[src/rtl/fire_sched_pkg.sv]
// Shared types and helpers for the fire scheduler.
// Contents: FSM state enum, LFSR feedback taps and step function, idle-code helper.
// No ports; imported by the scheduler top.
package fire_sched_pkg;

  typedef enum logic [1:0] {
    IDLE = 2'd0,
    RUN  = 2'd1,
    STEP = 2'd2,
    DEAD = 2'd3
  } sched_state_t;

  // x^16+x^14+x^13+x^11+1 as a right-shifting Fibonacci LFSR:
  // feedback is the XOR of bits 0, 2, 3 and 5, entering at bit 15.
  localparam logic [15:0] LFSR_TAPS = 16'h002D;

  function automatic logic [15:0] lfsr_next(input logic [15:0] v);
    return {^(v & LFSR_TAPS), v[15:1]};
  endfunction

  // The idle code on the fire bus is one past the last transition index.
  function automatic int idle_code(input int ntrans);
    return ntrans;
  endfunction

endpackage

[src/rtl/fire_scheduler_if.sv]
// Bundle of the scheduler's control inputs and fire-bus outputs.
// master: scheduler side (takes en_vec/run/step/mode_rand/clr, drives fire/fire_valid/deadlock/fired_count).
// slave: model/controller side, the mirror image.
interface fire_scheduler_if #(
  parameter int NTRANS = 8,
  parameter int FW     = $clog2(NTRANS + 1)
) ();

  logic [NTRANS-1:0] en_vec;
  logic              run;
  logic              step;
  logic              mode_rand;
  logic              clr;
  logic [FW-1:0]     fire;
  logic              fire_valid;
  logic              deadlock;
  logic [15:0]       fired_count;

  modport master (
    input  en_vec, run, step, mode_rand, clr,
    output fire, fire_valid, deadlock, fired_count
  );

  modport slave (
    output en_vec, run, step, mode_rand, clr,
    input  fire, fire_valid, deadlock, fired_count
  );

endinterface

[src/rtl/rr_pick.sv]
// Rotating priority encoder: first set bit of en_vec scanning start, start+1, ..., wrapping at N.
// Ports: en_vec (N), start (W, must be < N) -> index (W), found (1). Purely combinational.
// Zero latency; no flow control.
module rr_pick #(
  parameter int N = 8,
  parameter int W = $clog2(N + 1)
) (
  input  logic [N-1:0] en_vec,
  input  logic [W-1:0] start,
  output logic [W-1:0] index,
  output logic         found
);

  localparam logic [W:0] N_EXT = (W + 1)'(N);

  logic [2*N-1:0] dbl;
  logic [N-1:0]   rot;
  logic [W-1:0]   off;
  logic [W:0]     sum;

  // Rotate so that bit 0 of rot corresponds to en_vec[start].
  assign dbl = {en_vec, en_vec} >> start;
  assign rot = dbl[N-1:0];

  always_comb begin
    off   = '0;
    found = 1'b0;
    // Descending scan so the smallest offset is the one left standing.
    for (int i = N - 1; i >= 0; i--) begin
      if (rot[i]) begin
        off   = W'(i);
        found = 1'b1;
      end
    end
  end

  always_comb begin
    sum = {1'b0, start} + {1'b0, off};
    if (sum >= N_EXT) sum = sum - N_EXT;
  end

  assign index = sum[W-1:0];

endmodule

[src/rtl/fire_scheduler.sv]
// Picks one enabled transition per cycle for the fire bus (round-robin or LFSR start), with run/step control and deadlock detection.
// Ports: clk, reset (async active-low), bus (fire_scheduler_if.master: en_vec/run/step/mode_rand/clr in; fire/fire_valid/deadlock/fired_count out).
// fire is combinational from registered state and en_vec (zero latency); no backpressure, DEAD holds until clr.
module fire_scheduler
  import fire_sched_pkg::*;
#(
  parameter int          NTRANS    = 8,
  parameter int          FW        = $clog2(NTRANS + 1),
  parameter int          DL_LIMIT  = 1,
  parameter logic [15:0] LFSR_SEED = 16'hACE1
) (
  input logic              clk,
  input logic              reset,
  fire_scheduler_if.master bus
);

  localparam logic [FW-1:0] IDLE_CODE = FW'(idle_code(NTRANS));
  localparam logic [FW-1:0] LAST_IDX  = FW'(NTRANS - 1);
  localparam logic [FW:0]   NT_EXT    = (FW + 1)'(NTRANS);
  localparam logic [3:0]    DL_LIM    = 4'(DL_LIMIT);

  sched_state_t  state;
  logic [FW-1:0] ptr;
  logic [15:0]   lfsr;
  logic [3:0]    dl_cnt;
  logic          deadlock;
  logic [15:0]   fired_count;

  logic [FW:0]   rnd_a;
  logic [FW:0]   rnd_b;
  logic [FW-1:0] start;
  logic [FW-1:0] pick;
  logic          found;
  logic          active;
  logic          fire_now;
  logic          any_en;

  // Low LFSR bits folded into 0..NTRANS-1; two subtractions cover any FW-bit value.
  always_comb begin
    rnd_a = {1'b0, lfsr[FW-1:0]};
    if (rnd_a >= NT_EXT) rnd_a = rnd_a - NT_EXT;
    rnd_b = rnd_a;
    if (rnd_b >= NT_EXT) rnd_b = rnd_b - NT_EXT;
  end

  assign start = bus.mode_rand ? rnd_b[FW-1:0] : ptr;

  rr_pick #(
    .N (NTRANS),
    .W (FW)
  ) u_pick (
    .en_vec (bus.en_vec),
    .start  (start),
    .index  (pick),
    .found  (found)
  );

  assign any_en   = |bus.en_vec;
  assign active   = (state == RUN) || (state == STEP);
  assign fire_now = active && found;

  assign bus.fire        = fire_now ? pick : IDLE_CODE;
  assign bus.fire_valid  = fire_now;
  assign bus.deadlock    = deadlock;
  assign bus.fired_count = fired_count;

  always_ff @(posedge clk or negedge reset) begin
    if (!reset) begin
      state       <= IDLE;
      ptr         <= '0;
      lfsr        <= LFSR_SEED;
      dl_cnt      <= '0;
      deadlock    <= 1'b0;
      fired_count <= '0;
    end else begin
      // The LFSR free-runs while scheduling, independent of mode.
      if (active) lfsr <= lfsr_next(lfsr);

      if (fire_now) begin
        ptr <= (pick == LAST_IDX) ? '0 : pick + 1'b1;
        if (fired_count != 16'hFFFF) fired_count <= fired_count + 16'd1;
      end

      case (state)
        IDLE: begin
          if (bus.run)       state <= RUN;
          else if (bus.step) state <= STEP;
        end
        RUN: begin
          if (!any_en) begin
            dl_cnt <= dl_cnt + 4'd1;
            if (dl_cnt + 4'd1 >= DL_LIM) begin
              state    <= DEAD;
              deadlock <= 1'b1;
            end else if (!bus.run) begin
              state <= IDLE;
            end
          end else begin
            dl_cnt <= '0;
            if (!bus.run) state <= IDLE;
          end
        end
        STEP: begin
          if (!any_en) begin
            state    <= DEAD;
            deadlock <= 1'b1;
          end else begin
            state <= IDLE;
          end
        end
        DEAD: begin
          if (bus.clr) state <= IDLE;
        end
        default: state <= IDLE;
      endcase

      // Clear overrides any same-cycle count or flag update; the state move above still stands.
      if (bus.clr) begin
        deadlock    <= 1'b0;
        dl_cnt      <= '0;
        fired_count <= '0;
      end
    end
  end

endmodule

[src/flat_wrapper.sv]
// flat-port wrapper written by rule: the top's interface ports become plain ports
module fire_scheduler_flat import fire_sched_pkg::*;
#(
  parameter int          NTRANS    = 8,
  parameter int          FW        = $clog2(NTRANS + 1),
  parameter int          DL_LIMIT  = 1,
  parameter logic [15:0] LFSR_SEED = 16'hACE1
)
  (clk, reset, bus_en_vec, bus_run, bus_step, bus_mode_rand, bus_clr, bus_fire, bus_fire_valid, bus_deadlock, bus_fired_count);
  fire_scheduler_if #(.NTRANS(NTRANS), .FW(FW)) bus_i ();
  input logic clk;
  input logic reset;
  input wire logic [$bits(bus_i.en_vec)-1:0] bus_en_vec;
  input wire logic [$bits(bus_i.run)-1:0] bus_run;
  input wire logic [$bits(bus_i.step)-1:0] bus_step;
  input wire logic [$bits(bus_i.mode_rand)-1:0] bus_mode_rand;
  input wire logic [$bits(bus_i.clr)-1:0] bus_clr;
  output wire logic [$bits(bus_i.fire)-1:0] bus_fire;
  output wire logic [$bits(bus_i.fire_valid)-1:0] bus_fire_valid;
  output wire logic [$bits(bus_i.deadlock)-1:0] bus_deadlock;
  output wire logic [$bits(bus_i.fired_count)-1:0] bus_fired_count;
  assign bus_i.en_vec = bus_en_vec;
  assign bus_i.run = bus_run;
  assign bus_i.step = bus_step;
  assign bus_i.mode_rand = bus_mode_rand;
  assign bus_i.clr = bus_clr;
  assign bus_fire = bus_i.fire;
  assign bus_fire_valid = bus_i.fire_valid;
  assign bus_deadlock = bus_i.deadlock;
  assign bus_fired_count = bus_i.fired_count;
  fire_scheduler #(.NTRANS(NTRANS), .FW(FW), .DL_LIMIT(DL_LIMIT), .LFSR_SEED(LFSR_SEED)) u_core (.clk(clk), .reset(reset), .bus(bus_i));
endmodule
[config.mk]
export PLATFORM = sky130hd
export DESIGN_NAME = fire_scheduler_flat
export DESIGN_NICKNAME = d
export VERILOG_FILES = /design/src/rtl/fire_sched_pkg.sv /design/src/rtl/fire_scheduler_if.sv /design/src/rtl/rr_pick.sv /design/src/rtl/fire_scheduler.sv /design/src/flat_wrapper.sv
export SDC_FILE = /design/constraint.sdc
export NUM_CORES = 1
export LEC_CHECK = 0
export BUFFER_PORTS_ARGS = -buffer_cell sky130_fd_sc_hd__buf_2
export CAP_MARGIN = 10
export CORE_ASPECT_RATIO = 0.9
export CORE_MARGIN = 5
export CORE_UTILIZATION = 35
export CTS_BUF_LIST = sky130_fd_sc_hd__clkbuf_8
export DETAILED_ROUTE_END_ITERATION = 12
export MAX_ROUTING_LAYER = met4
export PLACE_DENSITY_LB_ADDON = 0.2
export SLEW_MARGIN = 20
export SYNTH_ARGS = -nofsm -noshare
export SYNTH_HDL_FRONTEND = slang
export SYNTH_SLANG_ARGS = --single-unit
[constraint.sdc]
create_clock -name clk -period 3.4 [get_ports clk]
set_clock_uncertainty 0.1 [all_clocks]
set_input_delay 0.17 -clock clk [delete_from_list [all_inputs] [get_ports clk]]
set_output_delay 0.17 -clock clk [all_outputs]
set_load 0.005 [all_outputs]
### Word-level counts from Yosys, hierarchy flattened

Index checks and enable logic that the tools add are counted.

| word-level totals | value |
|---|---|
| bits in registers | 43 |
| logic and storage cells | 81 |
| input port bits | 14 |

| cells by class | value |
|---|---|
| equal/unequal tests | 10 |
| add/sub/neg operators | 7 |
| magnitude comparators | 4 |
| reductions and logical operators | 12 |
| shift-type cells | 1 |
| muxes and demuxes | 41 |

Operators with widths:

| cell | count |
|---|---|
| $mux 4 | 15 |
| $mux 16 | 3 |
| $add 16x1->16 const B | 1 |
| $ne 16x16->1 const B | 1 |
| $reduce_xor 16->1 | 1 |
| $shr 16x4->8 | 1 |
| $mux 2 | 7 |
| $mux 1 | 12 |
| $ne 3x3->1 const B | 4 |
| $ge 5x4->1 const B | 2 |
| $add 4x1->4 const B | 2 |
| $pmux 2 s4 | 1 |
| $reduce_or 8->1 | 1 |
| $sub 4x4->4 const B | 2 |
| $reduce_bool 2->1 | 3 |
| $add 4x4->5 | 1 |
| $mux 5 | 1 |
| $sub 4x4->5 const B | 1 |
| $eq 2x2->1 const B | 2 |
| $eq 4x3->1 const B | 1 |
| $ge 4x1->1 const B | 1 |
| $ge 4x4->1 const B | 1 |
| $reduce_and 2->1 | 2 |
| $reduce_and 4->1 | 1 |
| 8 further kinds | 8 |

### Logic depth before layout (Yosys ltp)

Gate-level depths: netlist of run 1.

| depth | value |
|---|---|
| word-level depth | 19 |
| mapped depth | 17 |
| mapped depth without buffers | 16 |

### Cells and area by module

Synthesis of run 1 repeated with hierarchy kept, for this count alone.

| unflattened totals | value |
|---|---|
| cell total of the unflattened synthesis | 306 |
| area, all modules | 3072.9 µm² |

Modules (own cells, without submodules):

| module | seq. area each (µm²) | area an instance (µm²) | instances | cells each |
|---|---|---|---|---|
| fire_scheduler | 1086.0 | 2401.1 | 1 | 231 |
| rr_pick | 0.0 | 671.9 | 1 | 75 |

### Worst setup path before layout of run 1

Ideal clock, no wire load.

| path | value |
|---|---|
| kind | register to register |
| start point | register u_core.lfsr[0] |
| end point | register u_core.ptr[3] |
| path slack | 0.123 ns |
| data arrival time | 3.095 ns |
| library setup time | 0.083 ns |
| stages on the path, launching flop included | 17 |
| required time | 3.217 ns |
| cell sequence | dfstp_2 -> mux2i_4 -> inv_4 -> mux2i_1 -> nor3_1 -> nor3_1 -> a21boi_0 -> o21ai_0 -> nand2b_1 -> a31oi_1 -> ha_1 -> fa_1 -> xor2_1 -> nand3_1 -> nor2_1 -> mux2i_1 -> o21ai_0 |

| on the way | value |
|---|---|
| cells in the longest elaborated chain, start to end | 19 |

Ends and longest elaborated chain:

| what | line | RTL |
|---|---|---|
| start, declared | fire_scheduler.sv:24 | `logic [15:0] lfsr;` |
| start signal, assigned | fire_scheduler.sv:77 | `if (active) lfsr <= lfsr_next(lfsr);` |
| $sub 4x4->5 / $ge 4x4->1 (equally long branches) | fire_scheduler.sv:41 | `if (rnd_a >= NT_EXT) rnd_a = rnd_a - NT_EXT;` |
| $mux 5 * | fire_scheduler.sv:41 |  |
| $sub 4x4->4 / $ge 5x4->1 (equally long branches) | fire_scheduler.sv:43 | `if (rnd_b >= NT_EXT) rnd_b = rnd_b - NT_EXT;` |
| $mux 4 * | fire_scheduler.sv:43 |  |
| $mux 4 * | fire_scheduler.sv:46 | `assign start = bus.mode_rand ? rnd_b[FW-1:0] : ptr;` |
| $shr 16x4->8 | rr_pick.sv:22 | `assign dbl = {en_vec, en_vec} >> start;` |
| $mux 3 | rr_pick.sv:30 | `if (rot[i]) begin` |
| $mux 4 (7 in series) | rr_pick.sv:30 |  |
| $add 4x4->5 | rr_pick.sv:38 | `sum = {1'b0, start} + {1'b0, off};` |
| $sub 4x4->4 / $ge 5x4->1 (equally long branches) | rr_pick.sv:39 | `if (sum >= N_EXT) sum = sum - N_EXT;` |
| $mux 4 | rr_pick.sv:39 |  |
| $add 4x1->4 / $eq 4x3->1 (equally long branches) | fire_scheduler.sv:80 | `ptr <= (pick == LAST_IDX) ? '0 : pick + 1'b1;` |
| $mux 4 | fire_scheduler.sv:80 |  |
| end signal, assigned | fire_scheduler.sv:80 |  |
| end, declared | fire_scheduler.sv:23 | `logic [FW-1:0] ptr;` |

Every way passes the cells marked *; elsewhere a longest branch is shown, timed or not.
A chain may end at the register's enable or synchronous reset.

### Final worst setup path of run 1

| path | value |
|---|---|
| start point | register u_core.ptr[0] |
| end point | output port bus_fire[2] |

| on the way | value |
|---|---|
| cells in the longest elaborated chain, start to end | 14 |

Ends and longest elaborated chain:

| what | line | RTL |
|---|---|---|
| $mux 4 * | fire_scheduler.sv:46 |  |
| $shr 16x4->8 | rr_pick.sv:22 |  |
| $mux 3 | rr_pick.sv:30 |  |
| $mux 4 (7 in series) | rr_pick.sv:30 |  |
| $add 4x4->5 | rr_pick.sv:38 |  |
| $sub 4x4->4 / $ge 5x4->1 (equally long branches) | rr_pick.sv:39 |  |
| $mux 4 | rr_pick.sv:39 |  |
| $mux 4 * | fire_scheduler.sv:62 | `assign bus.fire = fire_now ? pick : IDLE_CODE;` |
| end, declared | flat_wrapper.sv:18 | `output wire logic [$bits(bus_i.fire)-1:0] bus_fire;` |

Marked as above.

==> impl_metrics.tcl, run 1 <==
set metrics [dict create \
    layout_setup_ws_ns -0.148 \
    synth_warnings 0 \
    synth_top_area_share_pct 30.0 \
    post-route-period-util_pct 104 \
    gp_congestion 0.870 \
    grt.total_usage_pct 14.3 \
    nets 401 \
    synth_nets 332 \
    synth_cells 305 \
    syn_area_mm2 0.00292 \
    switching_share_pct 40.7 \
    ys_ff_latch 43 \
    io_buffers 35 \
    rsz0062_at_grt "true" \
    synth-main-ff-cell "dfrtp_1" \
    cp_slowest_cell "fa_2" \
    ios 36 \
    rows 31 \
    synth_area_leader_cell "dfrtp_1" \
    power_frac_seq_pct 22.1 \
    tightest_slew_ns 0.568 \
    fp.dieW_um 106 \
    nFillCells 770 \
    timing.final.hold_violations 0 \
    ant_nets 0 \
    hold_path_class "in -> reg" \
    crit_path_end_kind "primary output" \
    dpl.hpwl_mm 4.99 \
    synth-edff-count 0 \
    async_flop_share_pct 100 \
    crit_path_cell_trace "mux2i_4, buf_6, mux2i_4, nor3_2, nor3_2, buf_4, buf_4, buf_4, nand3_1, nand2_2, a31oi_4, fa_2, xor2_2, buf_4, and2_4, buf_2" \
    cellLeakagePower_nw 1.62 \
    start_kind "flop" \
    setup_viol 4 \
    diodes 0 \
    dieArea_mm2 0.0103 \
    powerDensity_mw_per_mm2 986 \
    violations "setup timing" \
    grt_first_pass_wirelength_mm 12.0 \
    antenna_found_initial 0 \
    htree_levels 2 \
    hold_ws_ns 0.184 \
    maxCapViolCount 0 \
    dpl.cell_count 449 \
    status "finished with violations" \
    finalInstanceArea_mm2 0.00376 \
    period_minus_slack_ns 3.55 \
    vias 2527 \
    slowest_delay_ns 0.44 \
    fmaxAchievable_ghz 0.282 \
    detail_route.wl_per_cell_um 15.3 \
    overflow 0 \
    clock_latency_ns 0.30 \
    maxSlewViolCount 0 \
    vdd_drop_max_mv 0.491 \
    die_h_um 96.7 \
    hold_depth 4 \
    drive_above_1_share_pct 39.7 \
    grt_pass1_vias 2530 \
    cts_max_path_buffers 2 \
    drt_iter0_markers 102 \
    dr.pass1.iters 4 \
    cts_tree "built" \
    fin_tns_setup_ns -0.358 \
    grt_max_degree 44 \
    cts_sinks 43 \
    finalPower_mw 3.71 \
    power.switching_mw 1.51 \
    pwr-share-clk_pct 9.4 \
    cts_root_buf "clkbuf_8" \
    synth_cell_types 55 \
    clkTransAtPathRegs_ns 0.09 \
    seq_area_frac_synth_pct 37.2 \
    yosys-top-cells-area "dfrtp_1, dfstp_2, mux2_2" \
    cp_max_fo 3 \
    syn_area_per_cell_um2 9.58 \
    cts_buffers 5 \
    path_class "reg -> out" \
    crit_top_cell "buf_4" \
    slew_headroom_pct 62.1 \
    power_frac_comb_pct 68.5 \
    r2r_cells 20 \
    routed_wl_mm 7.25 \
    arrival_ns 3.28 \
    core_area_mm2 0.00811 \
    p_int_mw 2.20 \
    vias_per_cell 5.33 \
    instances_no_fill 474 \
    drc 0 \
    dpl_cell_area_mm2 0.00331 \
    worst_ep_required_time_ns 3.13 \
    synthToLayoutAreaGrowth_pct 28.8 \
    start_util_pct 36.0 \
]
-- metrics by stage --
step / setup WS, ns / util (%)
5_1_grt: -0.299 / 46.4
6_report: -0.148 / 46.4
3_5_place_dp: 0.0138 / 40.8
3_3_place_gp: -0.00513 / 40.8
4_1_cts: -0.101 / 44.9
2_1_floorplan: 0.123 / -
-- worst max-delay path: cells and delay by family (launching register included) --
kind / cells / cell delay [ns]
adder cells (fa/ha/maj): 1 / 0.44
flip-flops: 1 / 0.41
XOR/XNOR: 1 / 0.19
multiplexers: 2 / 0.48
buffers and inverters: 6 / 0.75
AND/OR/NAND/NOR: 5 / 0.61
AO/OA/AOI/OAI: 1 / 0.10
-- cell usage after synthesis (3+ instances only) --
library cell,n
a21o_1,3
a21oi_1,24
clkbuf_1,5
dfrtp_1,35
dfstp_2,8
ha_1,12
inv_1,13
mux2_2,17
mux2i_1,17
nand2_1,25
nand2b_1,5
nand3_1,14
nand4_1,4
nor2_1,21
nor2b_1,6
nor3_1,10
o21ai_0,15
o31ai_1,5
or3_1,6
or4_1,7
xnor2_1,4
xor2_1,4
-- state kept, by name, indices dropped and copies added, names as in the netlist --
signal	cells
u_core.state	2
u_core.bus.fired_count	16
u_core.lfsr	16
u_core.dl_cnt	4
u_core.bus.deadlock	1
u_core.ptr	4
-- cells by family (layout without fill, tap and decap cells) --
| group | after synthesis | after routing | share of synthesized area (%) |
|---|---|---|---|
| compound gates | 66 | 66 | 14.4 |
| xor+xnor | 8 | 8 | 2.40 |
| fa+ha+maj | 13 | 13 | 5.82 |
| buf+inv | 25 | 95 | 3.94 |
| flops | 43 | 43 | 37.2 |
| mux | 41 | 41 | 17.1 |
| simple gates | 109 | 109 | 19.1 |
-- final timing paths --
| path | slack, ns | from | to |
|---|---|---|---|
| max in group asynchronous | 2.50 | reset | u_core.lfsr[5]$_DFFE_PN1P_ |
| hold / removal | 0.18 | bus_run | u_core.state[0]$_DFFE_PN0P_ |
| hold reg to reg | 0.39 | u_core.lfsr[15]$_DFFE_PN1P_ | u_core.lfsr[15]$_DFFE_PN1P_ |
| setup reg to reg | -0.04 | u_core.ptr[0]$_DFFE_PN0P_ | u_core.ptr[3]$_DFFE_PN0P_ |
| min in group asynchronous | 0.30 | reset | u_core.dl_cnt[2]$_DFFE_PN0P_ |
| setup / recovery | -0.15 | u_core.ptr[0]$_DFFE_PN0P_ | bus_fire[2] |
-- what timing repair did --
action                                  4_1_cts  5_1_grt
cloned                                        0        0
resized for setup                            28       24
hold endpoints to repair                     35        0
pin swaps                                    13       11
setup buffers                                12        6
hold buffers                                  1        0
endpoints found under the setup margin        7        8
-- routing by layer --
layer	global-route usage [%]	vias up	wire, um
met5	-	-	0
met2	21.8	53	3370
met1	19.5	1219	3470
met3	3.46	9	331
li1	-	1246	-
met4	2.79	0	74
-- cells in the final DEF (no fill, tap or decap), types with 8 or more instances in the layout --
master,count
mux2i_1,11
ha_1,9
buf_2,34
dfstp_2,8
o21ai_0,11
mux2_2,17
dfrtp_1,35
nand3_1,13
nor3_1,8
nor2_1,19
buf_4,28
nand2_1,24
a21oi_1,21
inv_1,12
-- power groups by stage --
| stage | logic [mW] | registers (mW) | clock network (mW) |
|---|---|---|---|
| after global routing | 2.78 | 0.842 | 0.385 |
| after floorplan | 1.34 | 0.802 | 0 |
| after global placement | 1.86 | 0.826 | 0 |
| after detailed placement | 1.87 | 0.829 | 0 |
| after CTS | 2.28 | 0.820 | 0.363 |
| final | 2.54 | 0.820 | 0.349 |
-- cell type report --
cell class	count	area (um^2)	share of cell area, %
clock buffers	6	82.6	2.19
multi-input cells	237	1910	50.7
inverters	16	62.6	1.66
repair buffers	71	484	12.9
clock inverters	2	16.3	0.432
well taps	99	124	3.29
flip-flops and latches	43	1090	28.9
Note: power is estimated with default switching activity, not from simulation.
==> run 2: changes to the inputs <==
Settings changed: CORE_MARGIN 5 to 2, CORE_UTILIZATION 35 to 50.
==> run 2 against run 1 <==
Net effect:
- sequential cell count unchanged
- power down 2.1%
- combinational power down 2%
- the run still ends with setup timing left
- core utilization up 19 points
- clock power down 9.2%
- die area down 37%
- worst hold slack better by 0.0071 ns
- routed wire length down 2.5%
- critical path depth down 1
- cell count down 5.9%
- via count up 2.1%
==> impl_metrics.tcl, run 2 (synthesized netlist as in run 1, its figures left out) <==
set metrics [dict create \
    grt_pass1_vias 2443 \
    detail_route.wl_per_cell_um 15.8 \
    rows 26 \
    drc 0 \
    layout_setup_ws_ns -0.237 \
    maxSlewViolCount 0 \
    nets 402 \
    maxCapViolCount 0 \
    rsz0062_at_grt "true" \
    grt.total_usage_pct 22.4 \
    io_buffers 35 \
    reg_top3 "u_core.bus.fired_count x16, u_core.lfsr x16" \
    vdd_drop_max_mv 0.644 \
    slew_headroom_pct 36.1 \
    dpl.hpwl_mm 4.82 \
    drive_above_1_share_pct 39.1 \
    drt_iter0_markers 171 \
    vias 2580 \
    crit_family "compound AO/OA/AOI/OAI gates" \
    powerDensity_mw_per_mm2 984 \
    pre_cts_ws_ns -0.0786 \
    diodes 0 \
    dieArea_mm2 0.00647 \
    slowest_delay_ns 0.57 \
    cts_max_path_buffers 2 \
    violations "setup timing" \
    worst_ep_required_time_ns 3.13 \
    grt_max_degree 44 \
    synthToLayoutAreaGrowth_pct 26.3 \
    setup_viol 8 \
    period_minus_slack_ns 3.64 \
    mostFrequentLayoutCells "buf_2, dfrtp_1, buf_4" \
    antenna_found_initial 0 \
    cp.buffers_inverters 4 \
    gp_congestion 0.960 \
    dpl_cell_area_mm2 0.00330 \
    cellLeakagePower_nw 1.61 \
    htree_levels 2 \
    hold_path_class "in -> reg" \
    tightest_slew_ns 0.959 \
    vias_per_cell 5.78 \
    path_class "reg -> out" \
    die_h_um 76.5 \
    cts_root_buf "clkbuf_8" \
    arrival_ns 3.37 \
    fmaxAchievable_ghz 0.275 \
    crit_top_cell "nand2_1" \
    timing.final.hold_violations 0 \
    grt_first_pass_wirelength_mm 11.5 \
    ant_nets 0 \
    overflow 0 \
    cts_sinks 43 \
    crit_path_cell_trace "mux2i_4, inv_4, buf_6, mux4_2, a22o_1, a211oi_2, nand2_1, a31oi_4, buf_4, ha_4, a21oi_2, nor2_1, o21bai_2, nand2_1, buf_2" \
    cp_max_fo 5 \
    cts_tree "built" \
    cp_slowest_cell "dfstp_2" \
    finalInstanceArea_mm2 0.00369 \
    ios 36 \
    start_kind "flop" \
    routed_wl_mm 7.07 \
    start_util_pct 51.6 \
    crit_path_end_kind "primary output" \
    status "finished with violations" \
    fp.dieW_um 84.6 \
    cts_buffers 5 \
    clock_latency_ns 0.30 \
    dr.pass1.iters 4 \
    clkTransAtPathRegs_ns 0.08 \
    core_area_mm2 0.00566 \
    post-route-period-util_pct 107 \
    nFillCells 465 \
]
run 2: where the power goes:
| part | internal [mW] | leakage (nW) | switching [mW] |
|---|---|---|---|
| logic | 1.27 | 1.01 | 1.22 |
| clock network | 0.141 | 0.0453 | 0.177 |
| registers | 0.703 | 0.547 | 0.117 |
run 2: metal layers:
metal  share of wire, %  routed length [um]  up-vias  track usage [%]
li1                   -                   -     1245                -
met1                 46                3280     1266             30.0
met2                 48                3410       62             34.5
met3                4.6                 323        7             6.18
met4               0.79                  56        0             4.76
met5                  0                   0        -                -
run 2: cell type report:
| type | count | area, um^2 | area share (%) |
|---|---|---|---|
| clock buffers | 5 | 68.8 | 1.86 |
| clock inverters | 3 | 16.3 | 0.441 |
| inverters | 16 | 65.1 | 1.76 |
| multi-input cells | 237 | 1900 | 51.4 |
| flip-flops and latches | 43 | 1090 | 29.4 |
| well taps | 70 | 87.6 | 2.37 |
| repair buffers | 72 | 470 | 12.7 |
run 2: worst reg2reg max path: cells and delay by family, from the launching register on:
kind	cells	cell delay, ns
buffers and inverters	3	0.37
flip-flops	1	0.57
AND/OR/NAND/NOR	3	0.39
adder cells (fa/ha/maj)	2	0.52
AO/OA/AOI/OAI	5	0.91
multiplexers	2	0.61
run 2: what timing repair did:
| item | 4_1_cts | 5_1_grt |
|---|---|---|
| buffers inserted | 5 | 9 |
| resized for setup | 10 | 34 |
| endpoints found under the setup margin | 8 | 10 |
| endpoints found under the hold margin | 35 | 0 |
| pin swaps | 11 | 19 |
| hold buffers | 1 | 0 |
run 2: per-stage QoR:
stage | hold slack (ns) | total power [mW] | util (%) | TNS, ns | cells
2_1_floorplan | -0.226 | 2.14 | - | 0 | 305
3_3_place_gp | 0.266 | 2.69 | 58.4 | -0.165 | 424
3_5_place_dp | 0.272 | 2.75 | 58.4 | -0.236 | 424
4_1_cts | 0.166 | 3.22 | 61.5 | -0.725 | 438
5_1_grt | 0.192 | 3.90 | 65.2 | -2.41 | 446
6_report | 0.191 | 3.63 | 65.2 | -0.919 | 446
run 2: path summary, 6_finish.rpt:
kind                                                  start                                     to  slack [ns]  cells past startpoint
worst max-delay path             u_core.lfsr[0]$_DFFE_PN1P_                            bus_fire[3]       -0.24                     15
worst min-delay path                                bus_run            u_core.state[0]$_DFFE_PN0P_        0.19                      4
worst max register to register   u_core.lfsr[0]$_DFFE_PN1P_              u_core.ptr[0]$_DFFE_PN0P_       -0.12                     15
worst min register to register  u_core.lfsr[15]$_DFFE_PN1P_            u_core.lfsr[15]$_DFFE_PN1P_        0.40                      2
max in group asynchronous                             reset  u_core.bus.fired_count[6]$_DFFE_PN0P_        2.15                      2
min in group asynchronous                             reset           u_core.dl_cnt[3]$_DFFE_PN0P_        0.46                      2
